[src/rtl/fp_post_normalizer.sv]
// Post-add normalizer and round-to-nearest-even for the single-precision adder.
// Ports: in_valid/in_ready + sign_in/exp_in/mantis_in in; out_valid/out_ready + sign/exp/frac/zero/ovf out.
module fp_post_normalizer #(
  parameter int STEP_MAX = 4
) (
  input  logic        clk,
  input  logic        rst,
  input  logic        in_valid,
  output logic        in_ready,
  input  logic        sign_in,
  input  logic [7:0]  exp_in,
  input  logic [27:0] mantis_in,
  output logic        out_valid,
  input  logic        out_ready,
  output logic        sign_out,
  output logic [7:0]  exp_out,
  output logic [22:0] frac_out,
  output logic        zero_out,
  output logic        ovf_out
);

  typedef enum logic [1:0] {
    IDLE,
    NORM,
    ROUND,
    DONE
  } state_t;

  state_t state, state_n;

  logic        sign_r, sign_n;
  logic [8:0]  exp_r, exp_n;
  logic [27:0] mant_r, mant_n;
  logic        zero_r, zero_n;

  logic        out_valid_n;
  logic        sign_out_n;
  logic [7:0]  exp_out_n;
  logic [22:0] frac_out_n;
  logic        zero_out_n;
  logic        ovf_out_n;

  // Zeros between bit 25 and the first set bit (26 if none).
  function automatic logic [4:0] lzc26(input logic [25:0] v);
    lzc26 = 5'd26;
    for (int i = 0; i < 26; i++) begin
      if (v[i]) lzc26 = 5'(25 - i);
    end
  endfunction

  // Left-shift amount for one NORM step, clamped so exp never drops below 1.
  logic [4:0] lz;
  logic [8:0] step;

  always_comb begin
    lz   = lzc26(mant_r[25:0]);
    step = {4'd0, lz} + 9'd1;
    if (step > 9'(STEP_MAX)) step = 9'(STEP_MAX);
    if (step > exp_r - 9'd1) step = exp_r - 9'd1;
  end

  // Rounding datapath; m[27] is always clear by the time ROUND runs.
  logic        rnd_up;
  logic [24:0] rsum;
  logic [24:0] rnorm;
  logic [8:0]  rexp;
  logic [8:0]  field;

  always_comb begin
    rnd_up = mant_r[2] & (mant_r[3] | mant_r[1] | mant_r[0]);
    rsum   = mant_r[27:3] + {24'd0, rnd_up};
    rnorm  = rsum;
    rexp   = exp_r;
    if (rsum[24]) begin
      rnorm = rsum >> 1;
      rexp  = exp_r + 9'd1;
    end
    field = rnorm[23] ? rexp : 9'd0;
  end

  always_comb begin
    state_n     = state;
    sign_n      = sign_r;
    exp_n       = exp_r;
    mant_n      = mant_r;
    zero_n      = zero_r;
    out_valid_n = out_valid;
    sign_out_n  = sign_out;
    exp_out_n   = exp_out;
    frac_out_n  = frac_out;
    zero_out_n  = zero_out;
    ovf_out_n   = ovf_out;

    unique case (state)
      IDLE: begin
        if (in_valid) begin
          sign_n  = sign_in;
          exp_n   = (exp_in == 8'd0) ? 9'd1 : {1'b0, exp_in};
          mant_n  = mantis_in;
          zero_n  = 1'b0;
          state_n = NORM;
        end
      end
      NORM: begin
        if (mant_r == 28'd0) begin
          zero_n  = 1'b1;
          state_n = ROUND;
        end else if (mant_r[27]) begin
          // Keep the shifted-out bit alive in sticky.
          mant_n  = {1'b0, mant_r[27:2], mant_r[1] | mant_r[0]};
          exp_n   = exp_r + 9'd1;
          state_n = ROUND;
        end else if (mant_r[26]) begin
          state_n = ROUND;
        end else if (exp_r == 9'd1) begin
          state_n = ROUND;
        end else begin
          mant_n = mant_r << step[3:0];
          exp_n  = exp_r - step;
        end
      end
      ROUND: begin
        sign_out_n  = sign_r;
        zero_out_n  = zero_r;
        ovf_out_n   = 1'b0;
        exp_out_n   = field[7:0];
        frac_out_n  = rnorm[22:0];
        if (zero_r) begin
          exp_out_n  = 8'd0;
          frac_out_n = 23'd0;
        end else if (field >= 9'd255) begin
          exp_out_n  = 8'd255;
          frac_out_n = 23'd0;
          ovf_out_n  = 1'b1;
        end
        out_valid_n = 1'b1;
        state_n     = DONE;
      end
      DONE: begin
        if (out_ready) begin
          out_valid_n = 1'b0;
          state_n     = IDLE;
        end
      end
      default: state_n = IDLE;
    endcase
  end

  always_ff @(posedge clk) begin
    if (rst) begin
      state     <= IDLE;
      sign_r    <= 1'b0;
      exp_r     <= 9'd0;
      mant_r    <= 28'd0;
      zero_r    <= 1'b0;
      out_valid <= 1'b0;
      sign_out  <= 1'b0;
      exp_out   <= 8'd0;
      frac_out  <= 23'd0;
      zero_out  <= 1'b0;
      ovf_out   <= 1'b0;
    end else begin
      state     <= state_n;
      sign_r    <= sign_n;
      exp_r     <= exp_n;
      mant_r    <= mant_n;
      zero_r    <= zero_n;
      out_valid <= out_valid_n;
      sign_out  <= sign_out_n;
      exp_out   <= exp_out_n;
      frac_out  <= frac_out_n;
      zero_out  <= zero_out_n;
      ovf_out   <= ovf_out_n;
    end
  end

  assign in_ready = (state == IDLE);

endmodule

[config.mk]
export PLATFORM = sky130hd
export DESIGN_NAME = fp_post_normalizer
export DESIGN_NICKNAME = d
export VERILOG_FILES = /design/src/rtl/fp_post_normalizer.sv
export SDC_FILE = /design/constraint.sdc
export NUM_CORES = 1
export LEC_CHECK = 0
export CAP_MARGIN = 5
export CORE_UTILIZATION = 63
export DETAILED_ROUTE_END_ITERATION = 6
export PLACE_DENSITY_LB_ADDON = 0.12
export SYNTH_ARGS = -nofsm -noshare
export SYNTH_HDL_FRONTEND = slang
export SYNTH_SLANG_ARGS = --single-unit
[constraint.sdc]
create_clock -name clk -period 14.45 [get_ports clk]
set_input_delay 2.89 -clock clk [delete_from_list [all_inputs] [get_ports clk]]
set_output_delay 2.89 -clock clk [all_outputs]
set_load 0.05 [all_outputs]
## Word-level counts from Yosys, hierarchy flattened

Cells that the tools add are included.

| operators by class | value |
|---|---|
| add/sub/neg operators | 5 |
| $lt $le $gt $ge | 3 |
| eq/ne operators | 11 |
| shift operators | 1 |
| muxes and demuxes | 62 |
| bitwise logic cells | 4 |
| reduce and logical (&&, ||, !) cells | 11 |

Operators with widths:

| cell | number |
|---|---|
| $mux W28 | 5 |
| $mux W5 | 24 |
| $mux W9 | 8 |
| $pmux W28 S2 | 1 |
| $mux W23 | 2 |
| $logic_not A28 Y1 | 1 |
| $shl A28 B4 Y28 | 1 |
| $add A25 B1 Y25 | 1 |
| $mux W24 | 1 |
| $mux W8 | 3 |
| $pmux W9 S2 | 1 |
| $mux W2 | 8 |
| $add A9 B1 Y9 const B | 1 |
| $eq A9 B1 Y1 const B | 1 |
| $ge A9 B8 Y1 const B | 1 |
| $gt A9 B9 Y1 | 1 |
| $reduce_and A3 Y1 | 3 |
| $sub A9 B1 Y9 const B | 1 |
| $sub A9 B9 Y9 | 1 |
| $logic_not A8 Y1 | 1 |
| $ne A2 B2 Y1 const B | 4 |
| $pmux W2 S4 | 1 |
| $add A5 B1 Y6 const B | 1 |
| $gt A6 B3 Y1 const B | 1 |
| 13 further kinds | 24 |

| word-level totals | value |
|---|---|
| register bits after elaboration | 76 |
| input bits | 41 |
| output and inout port bits | 36 |
| logic and storage cells | 109 |

## Logic depth before layout (Yosys ltp)

Gate-level depths: netlist of run 1.

| depth | value |
|---|---|
| depth in word-level cells | 37 |
| depth in mapped cells | 34 |
| gate-level depth less buffers | 30 |

## Worst setup path before layout of run 1

OpenSTA, ideal clock, no wires.

| path | value |
|---|---|
| path kind | reg2reg |
| from | reg mant_r[13] |
| to | reg exp_r[8] |
| setup time | 128 ps |
| arrival | 5801 ps |
| required time | 14322 ps |
| path slack | 8521 ps |
| stages on the path, launching flop included | 34 |
| path buffers | 5 |
| period minus slack after synthesis | 5929 ps |
| cell sequence | dfxtp_1 clkbuf_1 nor4_1 o21ai_0 a31oi_1 nor3_1 nor2_1 nor2_1 o41ai_1 ha_1 nor2_1 a221o_1 nor2_1 ha_1 nand4_1 o21ai_0 or4b_1 buf_6 nor2b_1 a41o_1 buf_2 buf_2 buf_2 ha_1 nor2b_1 o21ai_0 nand2b_1 a21o_1 a21o_1 o41ai_1 mux2i_1 nor2_1 a21oi_1 nor2_1 |

| on the way | value |
|---|---|
| longest elaborated chain between the ends | 24 |
| elaborated cells between the ends (all ways) | 27 |
| classes of those cells | 2 x add/sub; 2 x order compare; 1 x eq/ne; 20 x mux; 2 x reduce/logical |

Ends and longest elaborated chain:

| what | RTL line | text |
|---|---|---|
| start, declared | 33 | `logic [27:0] mant_r, mant_n;` |
| start signal, assigned | 166 | `mant_r <= mant_n;` |
| $mux W5 (13 in a row) | 47 | `if (v[i]) lzc26 = 5'(25 - i);` |
| $add A5 B1 Y6 | 57 | `step = {4'd0, lz} + 9'd1;` |
| $gt A6 B3 Y1 | 58 | `if (step > 9'(STEP_MAX)) step = 9'(STEP_MAX);` |
| $mux W6 | 58 |  |
| $gt A9 B9 Y1 | 59 | `if (step > exp_r - 9'd1) step = exp_r - 9'd1;` |
| $mux W9 | 59 |  |
| $sub A9 B9 Y9 | 119 | `exp_n = exp_r - step;` |
| $mux W9 | 115 | `end else if (exp_r == 9'd1) begin` |
| $mux W9 | 113 | `end else if (mant_r[26]) begin` |
| $mux W9 | 108 | `end else if (mant_r[27]) begin` |
| $mux W9 | 105 | `if (mant_r == 28'd0) begin` |
| $pmux W9 S2 | 94 | `unique case (state)` |
| end signal, assigned | 165 | `exp_r <= exp_n;` |
| end, declared | 32 | `logic [8:0] exp_r, exp_n;` |

Several ways; a longest one is shown, not always the timed one. The select of a mux whose other input is x is not followed.
A chain may end at the register's enable or synchronous reset.

## Worst setup path in the final report of run 1

| path | value |
|---|---|
| from | reg mant_r[14] |
| to | reg exp_r[7] |

| on the way | value |
|---|---|
| longest elaborated chain between the ends | 23 |
| elaborated cells between the ends (all ways) | 26 |
| classes of those cells | 2 x add/sub; 2 x order compare; 1 x eq/ne; 19 x mux; 2 x reduce/logical |

Ends and longest elaborated chain:

| what | RTL line |
|---|---|
| $mux W5 (12 in a row) | 47 |
| $add A5 B1 Y6 | 57 |
| $gt A6 B3 Y1 | 58 |
| $mux W6 | 58 |
| $gt A9 B9 Y1 | 59 |
| $mux W9 | 59 |
| $sub A9 B9 Y9 | 119 |
| $mux W9 | 115 |
| $mux W9 | 113 |
| $mux W9 | 108 |
| $mux W9 | 105 |
| $pmux W9 S2 | 94 |

Several ways; a longest one is shown, not always the timed one. The select of a mux whose other input is x is not followed.

==> results of run 1 <==
-- metal layers --
metal  GRT usage (%)  vias up
li1                -     3644
met1           51.34     3468
met2           54.58      458
met3           7.472       48
met4           14.96        0
met5               0        -
-- worst reg2reg max path, delay by kind of cell (launching register included) --
family,cells,cell delay (ps)
buffers and inverters,2,660
DFF,1,640
adders and majority gates,3,910
and+or+nand+nor,13,2220
AOI/OAI and AO/OA,11,2160
-- final timing paths --
path / from / to / slack (ps) / depth (start not counted)
setup reg to reg: mant_r[14]$_SDFFE_PP0P_ / exp_r[7]$_SDFFE_PP0P_ / 7770 / 29
hold / removal: ovf_out$_SDFFE_PP0P_ / ovf_out$_SDFFE_PP0P_ / 440 / 2
hold reg to reg: ovf_out$_SDFFE_PP0P_ / ovf_out$_SDFFE_PP0P_ / 440 / 2
setup / recovery: mant_r[14]$_SDFFE_PP0P_ / exp_r[7]$_SDFFE_PP0P_ / 7770 / 29
-- layout by cell type, fill, tap and decap left out, types with 11 or more instances in the layout --
cell type,count
inv_1,18
nand3_1,18
xnor2_1,18
nor4_1,17
xor2_1,11
o21ai_0,66
a21oi_1,74
o211ai_1,14
dfxtp_1,76
a31oi_1,15
nor3_1,21
nor2b_1,11
buf_4,13
and3_1,17
mux2i_1,73
clkdlybuf4s50_1,75
nor2_1,101
nand2_1,116
ha_1,22
mux2_2,13
o21ai_1,14
-- flip-flops by register name, summed over array words and instances (netlist names) --
register,count
state,2
frac_out,23
exp_out,8
ovf_out,1
zero_r,1
sign_r,1
mant_r,28
sign_out,1
out_valid,1
zero_out,1
exp_r,9
-- cells by family (layout without fill, tap and decap cells) --
kind of cell / Yosys count / in the layout
and+or+nand+nor: 352 / 352
AOI/OAI and AO/OA: 300 / 300
buffers and inverters: 114 / 126
muxes: 89 / 89
DFF: 76 / 76
xor gates and xnor gates: 32 / 32
adders and majority gates: 24 / 24
other: 1 / 3
-- through the flow --
step / std cells / util, % / hold slack [ps]
after floorplan: 990 / - / 436.0
after global placement: 1126 / 71.18 / 436.8
after detailed placement: 1126 / 71.18 / 435.8
after CTS: 1142 / 73.95 / 444.2
after global routing: 1142 / 73.95 / 457.8
final: 1142 / 73.95 / 443.5
-- cell type report --
| class | count | area (µm²) | area share (%) |
|---|---|---|---|
| tap | 140 | 175.2 | 2.157 |
| multi-input combinational | 800 | 5189 | 63.89 |
| timing repair buffer | 89 | 853.3 | 10.51 |
| clock buffer | 12 | 256.5 | 3.158 |
| clock inverter | 4 | 47.55 | 0.5854 |
| sequential | 76 | 1521 | 18.73 |
| inverter | 21 | 78.83 | 0.9706 |
==> impl_metrics.env, run 1 <==
export IMPL_post_synth_top_count_cell="nand2_1"
export IMPL_synth_edff_count=0
export IMPL_synth_yosys_seq_area_share_pct=21.13
export IMPL_boundaryPins=77
export IMPL_maxUsedRoutingLayer="met4"
export IMPL_cts_tree="built"
export IMPL_slew_headroom_pct=33.43
export IMPL_critPathKind="register to register"
export IMPL_crit_path_end_kind="register"
export IMPL_io_buffers=76
export IMPL_cts_resized=0
export IMPL_clk_pin_slew_ps=60
export IMPL_grt_pass1_vias=6678
export IMPL_track_usage_pct=36.72
export IMPL_synth_commonest_cells="nand2_1, nor2_1, dfxtp_1, a21oi_1, mux2i_1"
export IMPL_post_route_drc_count=0
export IMPL_cts_hold_fix_buffers=0
export IMPL_wl_met1_um=9148
export IMPL_hp_class="register to register"
export IMPL_diodes=0
export IMPL_synthFlopType="dfxtp_1"
export IMPL_routed_wl_um=21010
export IMPL_clk_latency_ps=360
export IMPL_maxCapViolCount=0
export IMPL_required_ps=14730
export IMPL_preCtsSetupSlack_ps=7850
export IMPL_fin_setup_tns_ps=0
export IMPL_wl_per_cell_um=18.40
export IMPL_netlist_area_mm2=0.007201
export IMPL_worst_slew_pin_transition_ps=991.0
export IMPL_synth_adder_area_share_pct=4.275
export IMPL_synth_cell_types=79
export IMPL_cpMostUsedCell="nor2_1"
export IMPL_synth_top_family_by_area="compound AO/OA/AOI/OAI gates"
export IMPL_rsz0062_at_grt="false"
export IMPL_synth_top_area_cell="dfxtp_1"
export IMPL_globalplace_congestion=0.9957
export IMPL_overflow=0
export IMPL_status="complete, no violations"
export IMPL_synthSimpleGateAreaFrac_pct=23.21
export IMPL_die_w_um=108.9
export IMPL_synthArstFlopShare_pct=0
export IMPL_fp_row_count=38
export IMPL_vias=7618
export IMPL_drt_first_pass_iters=6
export IMPL_fp_dieH_um=108.9
export IMPL_fin_nets=1062
export IMPL_drt_vias_per_instance=6.671
export IMPL_grt_pass1_wl_um=34040
export IMPL_synthTopCellsByArea="dfxtp_1, mux2i_1, nand2_1"
export IMPL_dpl_cell_area_mm2=0.007818
export IMPL_cts_sinks=76
export IMPL_met2WireLength_um=9130
export IMPL_design_area_mm2=0.008122
export IMPL_synth_area_per_cell_um2=7.288
export IMPL_first_iter_violations=943
export IMPL_cts_buffers=9
export IMPL_post_dp_hpwl_um=14780
export IMPL_yosysWarnings=0
export IMPL_synth_mux_area_fraction_pct=12.96
export IMPL_synth_top_area_share_pct=21.13
export IMPL_worstPathArrival_ps=6950
export IMPL_synthXorXnorAreaFrac_pct=3.997
export IMPL_cp_max_fo=36
export IMPL_cts_setup_buffers=0
export IMPL_antenna_found_initial=0
export IMPL_start_util_pct=65.56
export IMPL_dr_wl_met3_um=2245
export IMPL_synth_compound_area_share_pct=27.16
export IMPL_die_area_mm2=0.01186
export IMPL_start_kind="register"
export IMPL_syn2layout_area_growth_pct=12.79
export IMPL_slew_viol_final=0
export IMPL_fill_cells=892
export IMPL_slowest_delay_ps=700
export IMPL_path_buf_inv=2
export IMPL_critPathTopFamily="simple AND/OR/NAND/NOR gates"
export IMPL_max_freq_mhz=149.8
export IMPL_drive_gt1_share_pct=6.188
export IMPL_finalCritPeriodShare_pct=46.21
export IMPL_postSynthCellCount=988
export IMPL_coreArea_mm2=0.01098
export IMPL_antenna_left=0
export IMPL_clockRootBuffer="clkbuf_16"
export IMPL_grt_max_degree=63
export IMPL_ys_seq_elements=76
export IMPL_htree_levels=3
export IMPL_worst_slack_ps=7773
export IMPL_final_hold_violation_count=0
export IMPL_finalSetupViolCount=0
export IMPL_finClkSkew_ps=11.37
export IMPL_fin_crit_ps=6677
export IMPL_clockBufferDepth=2
export IMPL_critical_path_slowest_cell="or4b_1"
Power of run 1 is left out: the tool's default activity adds up to more than one toggle a clock period on the data nets, which glitch-free logic cannot reach.
==> inputs of run 2 (changes only) <==
--- a/config.mk
+++ b/config.mk
@@ -6,7 +6,7 @@
 export NUM_CORES = 1
 export LEC_CHECK = 0
 export CAP_MARGIN = 5
-export CORE_UTILIZATION = 63
+export CORE_UTILIZATION = 59
 export DETAILED_ROUTE_END_ITERATION = 6
 export PLACE_DENSITY_LB_ADDON = 0.12
 export SYNTH_ARGS = -nofsm -noshare
==> constraint.sdc (replaced) <==
create_clock -name clk -period 6.8 [get_ports clk]
set_input_delay 1.36 -clock clk [delete_from_list [all_inputs] [get_ports clk]]
set_output_delay 1.36 -clock clk [all_outputs]
set_load 0.05 [all_outputs]
==> run 2 against run 1 <==
  * Die area up 6.7%
  * Utilization down 3.5 points
  * Fmax up 5.5%
  * Worst hold slack better by 1.0 ps
  * Clock skew down 1.2 ps
  * Worst setup slack worse by 7300 ps
  * First-iteration DRC count down 10%
  * Clock-buffer cell count down 1
  * Largest cell class unchanged
  * Final area up 1.2%
  * Routed wire length up 3.8%
  * Non-clock buffer count up 9
  * Sequential cell count unchanged
==> impl_metrics.env, run 2 (synthesis gave the netlist of run 1 again) <==
export IMPL_largest_reg_flops=28
export IMPL_met3_usage_pct=5.778
export IMPL_worstReg2RegStart="mant_r[13]$_SDFFE_PP0P_"
export IMPL_routed_wl_um=21810
export IMPL_start_util_pct=61.74
export IMPL_worst_r2r_cell_count=29
export IMPL_final_hold_violation_count=0
export IMPL_grt_pass1_vias=6759
export IMPL_whs_endpoint="frac_out[6]$_SDFFE_PP0P_"
export IMPL_drt_first_pass_iters=7
export IMPL_post_dp_hpwl_um=15300
export IMPL_slew_viol_final=0
export IMPL_fp_row_count=39
export IMPL_die_w_um=112.5
export IMPL_coreArea_mm2=0.01166
export IMPL_clockRootBuffer="clkbuf_16"
export IMPL_critPathKind="register to register"
export IMPL_maxCapViolCount=0
export IMPL_rsz0062_at_grt="false"
export IMPL_fin_crit_ps=6330
export IMPL_use_met1_pct=50.03
export IMPL_r2r_slack_ps=470
export IMPL_top_register="mant_r"
export IMPL_clockBufferDepth=2
export IMPL_hold_start="frac_out[6]$_SDFFE_PP0P_"
export IMPL_drt_vias_per_instance=6.669
export IMPL_boundaryPins=77
export IMPL_antenna_found_initial=0
export IMPL_layout_commonest_cell="nand2_1"
export IMPL_syn2layout_area_growth_pct=14.09
export IMPL_required_ps=7080
export IMPL_globalplace_congestion=0.9516
export IMPL_htree_levels=3
export IMPL_drive_gt1_share_pct=7.129
export IMPL_vias=7689
export IMPL_fin_setup_tns_ps=0
export IMPL_grt_pass1_wl_um=35100
export IMPL_worstPathArrival_ps=6610
export IMPL_clk_latency_ps=360
export IMPL_r2r_end="exp_r[7]$_SDFFE_PP0P_"
export IMPL_finalSetupViolCount=0
export IMPL_diodes=0
export IMPL_cts_sinks=76
export IMPL_overflow=0
export IMPL_final_cell_mix="nand2_1, nor2_1, dfxtp_1"
export IMPL_wl_per_cell_um=18.92
export IMPL_fin_nets=1071
export IMPL_hp_class="register to register"
export IMPL_slowest_delay_ps=700
export IMPL_antenna_left=0
export IMPL_track_usage_pct=34.87
export IMPL_cts_buffers=9
export IMPL_grt_max_degree=56
export IMPL_cts_tree="built"
export IMPL_fp_dieH_um=112.5
export IMPL_top_regs="mant_r x28, frac_out x23, exp_r x9"
export IMPL_slew_headroom_pct=39.43
export IMPL_crit_path_end_kind="register"
export IMPL_use_met2_pct=50.85
export IMPL_finClkSkew_ps=10.21
export IMPL_busiest_layer="met2"
export IMPL_first_iter_violations=847
export IMPL_cp_max_fo=17
export IMPL_clk_pin_slew_ps=60
export IMPL_max_freq_mhz=158.0
export IMPL_finalCritPeriodShare_pct=93.09
export IMPL_die_area_mm2=0.01265
export IMPL_post_route_drc_count=0
export IMPL_startpoint="mant_r[13]$_SDFFE_PP0P_"
export IMPL_start_kind="register"
export IMPL_io_buffers=76
export IMPL_whs_path_depth=2
export IMPL_status="complete, no violations"
export IMPL_critical_path_slowest_cell="or4b_1"
export IMPL_worst_slew_pin_transition_ps=900.3
==> run 2: cell types whose count changed in the layout (fill, tap and decap cells not counted) <==
| cell | before | now |
|---|---|---|
| buf_4 | 13 | 22 |
| o41ai_2 | 0 | 1 |
| ha_2 | 1 | 2 |
| clkbuf_8 | 2 | 1 |
| bufinv_16 | 1 | 2 |
| clkinv_4 | 0 | 1 |
| clkinvlp_4 | 1 | 0 |
| o41ai_1 | 4 | 3 |
| clkinv_2 | 2 | 1 |
| ha_1 | 22 | 21 |
==> run 2: cell type report <==
cell class                 instances  area (µm²)
clock buffer                      11       242.7
clock inverter                     4       73.82
timing repair buffer              98       920.9
inverter                          21       78.83
tap                              143       178.9
sequential                        76        1521
multi-input combinational        800        5199
fill                            1009        3447
==> run 2: worst max-delay path: cells and delay by family, from the launching register on <==
family,cells,cell delay [ps]
and+or+nand+nor,13,2510
AOI/OAI and AO/OA,12,2140
adders and majority gates,3,860
buffers and inverters,1,270
DFF,1,490
==> run 2: metrics by stage <==
stage          instances  util, %  setup slack, ps  instance area [µm²]  hold slack (ps)
6_report            1153    70.44            470.2                 8215            444.5
5_1_grt             1153    70.44            30.76                 8215            460.4
4_1_cts             1153    70.36            431.2                 8205            443.9
3_5_place_dp        1138    67.64            466.5                 7889            436.9
3_3_place_gp        1138    67.64            617.8                 7889            432.2
2_1_floorplan        990        -            871.1                 7208            436.0
==> run 2: worst max-delay path by stage <==
stage	slack (ps)	end
after floorplan	870	exp_r[8]$_SDFFE_PP0P_
after global placement	620	exp_r[7]$_SDFFE_PP0P_
after detailed placement	470	exp_r[7]$_SDFFE_PP0P_
after CTS	430	exp_r[7]$_SDFFE_PP0P_
after global routing	30	exp_r[7]$_SDFFE_PP0P_
final	470	exp_r[7]$_SDFFE_PP0P_
==> run 2: what timing repair did <==
action | 4_1_cts | 5_1_grt
hold endpoints to repair | 0 | 0
resized for setup | 0 | 2
setup buffers | 0 | 0
endpoints found under the setup margin | 0 | 3
hold buffers | 0 | 0
==> run 2: layer usage <==
metal  up-vias  part of all wire (%)  wire [µm]
li1       3661                     -          -
met1      3517                    45       9850
met2       445                    43       9272
met3        66                   8.9       1950
met4         0                   3.4        736
met5         -                     0          0
Power of run 2 is left out for the same reason.
==> inputs of run 3 (changes only) <==
--- a/config.mk
+++ b/config.mk
@@ -5,10 +5,11 @@
 export SDC_FILE = /design/constraint.sdc
 export NUM_CORES = 1
 export LEC_CHECK = 0
+export ABC_AREA = 1
 export CAP_MARGIN = 5
-export CORE_UTILIZATION = 59
+export CORE_UTILIZATION = 58
 export DETAILED_ROUTE_END_ITERATION = 6
-export PLACE_DENSITY_LB_ADDON = 0.12
+export PLACE_DENSITY = 0.82
 export SYNTH_ARGS = -nofsm -noshare
 export SYNTH_HDL_FRONTEND = slang
 export SYNTH_SLANG_ARGS = --single-unit
==> run 3 against run 2 <==
  * The flow now finishes with violations (DRC)
  * Sequential share of layout area rose by 0.42 points
  * Clock-buffer cell count fell by 2
  * Global-route usage rose by 3.8 points
  * Die area fell by 2.5%
  * Critical path depth rose by 30
  * Synthesized cell count rose by 15%
  * Via count rose by 5.2%
  * First-iteration DRC count rose by 6.0%
  * Fmax rose by 1.1%
  * Final cell count rose by 15%
  * Register-to-register slack improved by 70 ps
==> impl_metrics.env, run 3 <==
export IMPL_synth_cell_types=55
export IMPL_finish_utilization_pct=69.81
export IMPL_fin_nets=1244
export IMPL_synth_top_area_share_pct=22.05
export IMPL_largest_reg_flops=28
export IMPL_track_usage_pct=38.63
export IMPL_synth_top_area_cell="dfxtp_1"
export IMPL_clk_latency_ps=350
export IMPL_vias=8088
export IMPL_wl_per_cell_um=17.89
export IMPL_fp_row_count=39
export IMPL_syn2layout_area_growth_pct=16.52
export IMPL_synthArstFlopShare_pct=0
export IMPL_finClkSkew_ps=5.506
export IMPL_grt_max_degree=68
export IMPL_cpMostUsedCell="nand2_1"
export IMPL_start_util_pct=59.91
export IMPL_clockRootBuffer="clkbuf_16"
export IMPL_status="finished, violations left"
export IMPL_die_area_mm2=0.01234
export IMPL_layout_commonest_cell="nand2_1"
export IMPL_overflow=0
export IMPL_stdcell_count=1326
export IMPL_violations="DRC"
export IMPL_synth_commonest_cells="nand2_1, nand3_1, a21oi_1, nor2_1, dfxtp_1"
export IMPL_post_dp_hpwl_um=16870
export IMPL_maxCapViolCount=0
export IMPL_top_register="mant_r"
export IMPL_coreArea_mm2=0.01152
export IMPL_die_w_um=111.1
export IMPL_worst_slack_ps=540.7
export IMPL_antenna_found_initial=0
export IMPL_routed_wl_um=23730
export IMPL_ys_seq_elements=76
export IMPL_cts_buffers=9
export IMPL_grt_pass1_wl_um=37580
export IMPL_synth_area_per_cell_um2=6.095
export IMPL_yosysWarnings=0
export IMPL_critPathKind="register to register"
export IMPL_clockBufferDepth=2
export IMPL_synth_yosys_seq_area_share_pct=22.05
export IMPL_worstPathArrival_ps=6470
export IMPL_first_iter_violations=898
export IMPL_top_regs="mant_r x28, frac_out x23, exp_r x9"
export IMPL_preCtsSetupSlack_ps=461.6
export IMPL_diodes=0
export IMPL_fin_crit_ps=6259
export IMPL_netlist_area_mm2=0.006899
export IMPL_slew_viol_final=0
export IMPL_cts_tree="built"
export IMPL_cp_max_fo=7
export IMPL_critical_path_slowest_cell="fa_1"
export IMPL_drive_gt1_share_pct=8.538
export IMPL_start_kind="register"
export IMPL_synthTopCellsByArea="dfxtp_1, nand2_1, nand3_1"
export IMPL_finalSetupViolCount=0
export IMPL_final_hold_violation_count=0
export IMPL_slew_headroom_pct=36.08
export IMPL_clk_pin_slew_ps=60
export IMPL_antenna_left=0
export IMPL_finalCritPeriodShare_pct=92.05
export IMPL_htree_levels=3
export IMPL_synthFlopType="dfxtp_1"
export IMPL_required_ps=7010
export IMPL_postSynthCellCount=1132
export IMPL_cts_sinks=76
export IMPL_dp_cells=1310
export IMPL_max_freq_mhz=159.8
export IMPL_fp_dieH_um=111.1
export IMPL_hp_class="register to register"
export IMPL_drt_first_pass_iters=7
export IMPL_crit_path_end_kind="register"
export IMPL_cts_hold_fix_buffers=0
export IMPL_worst_slew_pin_transition_ps=952.9
export IMPL_globalplace_congestion=0.9734
export IMPL_synth_edff_count=0
export IMPL_drt_vias_per_instance=6.100
export IMPL_final_cell_mix="nand2_1, nand3_1, a21oi_1"
export IMPL_io_buffers=76
export IMPL_post_route_drc_count=9
export IMPL_grt_pass1_vias=7368
export IMPL_slowest_delay_ps=370
export IMPL_boundaryPins=77
export IMPL_fill_cells=1048
export IMPL_post_synth_top_count_cell="nand2_1"
[run 3: cell count changes after synthesis, sizes merged, moves of 32 or more]
cell	delta
a21oi	+48
mux2i	-74
nand3	+150
inv	+60
o21ai	-32
nand2	+178
[run 3: logic make-up after synthesis]
kind of cell | count (synthesis) | share of synthesized area, %
adder cells (fa/ha/maj) | 24 | 4.461
flip-flops | 76 | 22.05
AND/OR/NAND/NOR | 636 | 42.56
XOR/XNOR | 29 | 3.682
AO/OA/AOI/OAI | 215 | 17.63
other | 1 | 0.05435
buffers and inverters | 151 | 9.557
[run 3: per-stage QoR]
stage / cell area (µm²) / TNS (ps) / hold WS (ps)
2_1_floorplan: 6907 / 0 / 439.2
3_5_place_dp: 7691 / 0 / 454.5
6_report: 8039 / 0 / 462.8
5_1_grt: 8039 / -194.9 / 481.1
3_3_place_gp: 7691 / 0 / 452.3
4_1_cts: 8006 / 0 / 463.8
[run 3: layout make-up]
class | count | area, µm² | area share (%)
Multi-Input combinational cell | 907 | 4752 | 59.11
Sequential cell | 76 | 1523 | 18.94
Timing Repair Buffer | 102 | 950.9 | 11.83
Inverter | 83 | 319.1 | 3.969
Clock buffer | 9 | 225.2 | 2.802
Tap cell | 143 | 178.9 | 2.226
Clock inverter | 6 | 90.09 | 1.121
[run 3: worst max-delay path, delay by kind of cell (launching register included)]
| family | cells | cell delay, ps |
|---|---|---|
| AO/OA/AOI/OAI | 11 | 1350 |
| AND/OR/NAND/NOR | 36 | 2600 |
| flip-flops | 1 | 360 |
| XOR/XNOR | 1 | 220 |
| adder cells (fa/ha/maj) | 4 | 1030 |
| buffers and inverters | 7 | 520 |
[run 3: layer usage]
layer / vias up / track usage [%] / share of wire (%)
li1: 3915 / - / -
met3: 108 / 6.561 / 9.6
met4: 0 / 26.31 / 6.2
met1: 3597 / 48.15 / 40
met5: - / 0 / 0
met2: 468 / 61.13 / 45
[run 3: path summary, 6_finish.rpt]
| path | startpoint | to | slack [ps] | cells past startpoint |
|---|---|---|---|---|
| setup / recovery | mant_r[1]$_SDFFE_PP0P_ | exp_r[6]$_SDFFE_PP0P_ | 540 | 59 |
| setup reg to reg | mant_r[1]$_SDFFE_PP0P_ | exp_r[6]$_SDFFE_PP0P_ | 540 | 59 |
| hold reg to reg | ovf_out$_SDFFE_PP0P_ | ovf_out$_SDFFE_PP0P_ | 460 | 2 |
| hold / removal | ovf_out$_SDFFE_PP0P_ | ovf_out$_SDFFE_PP0P_ | 460 | 2 |
[run 3: timing repair]
action,in CTS,in global routing
endpoints found under the setup margin,0,4
gates resized for setup,0,9
buffers inserted,0,1
hold endpoints to repair,0,0
Power of run 3 is left out for the same reason.
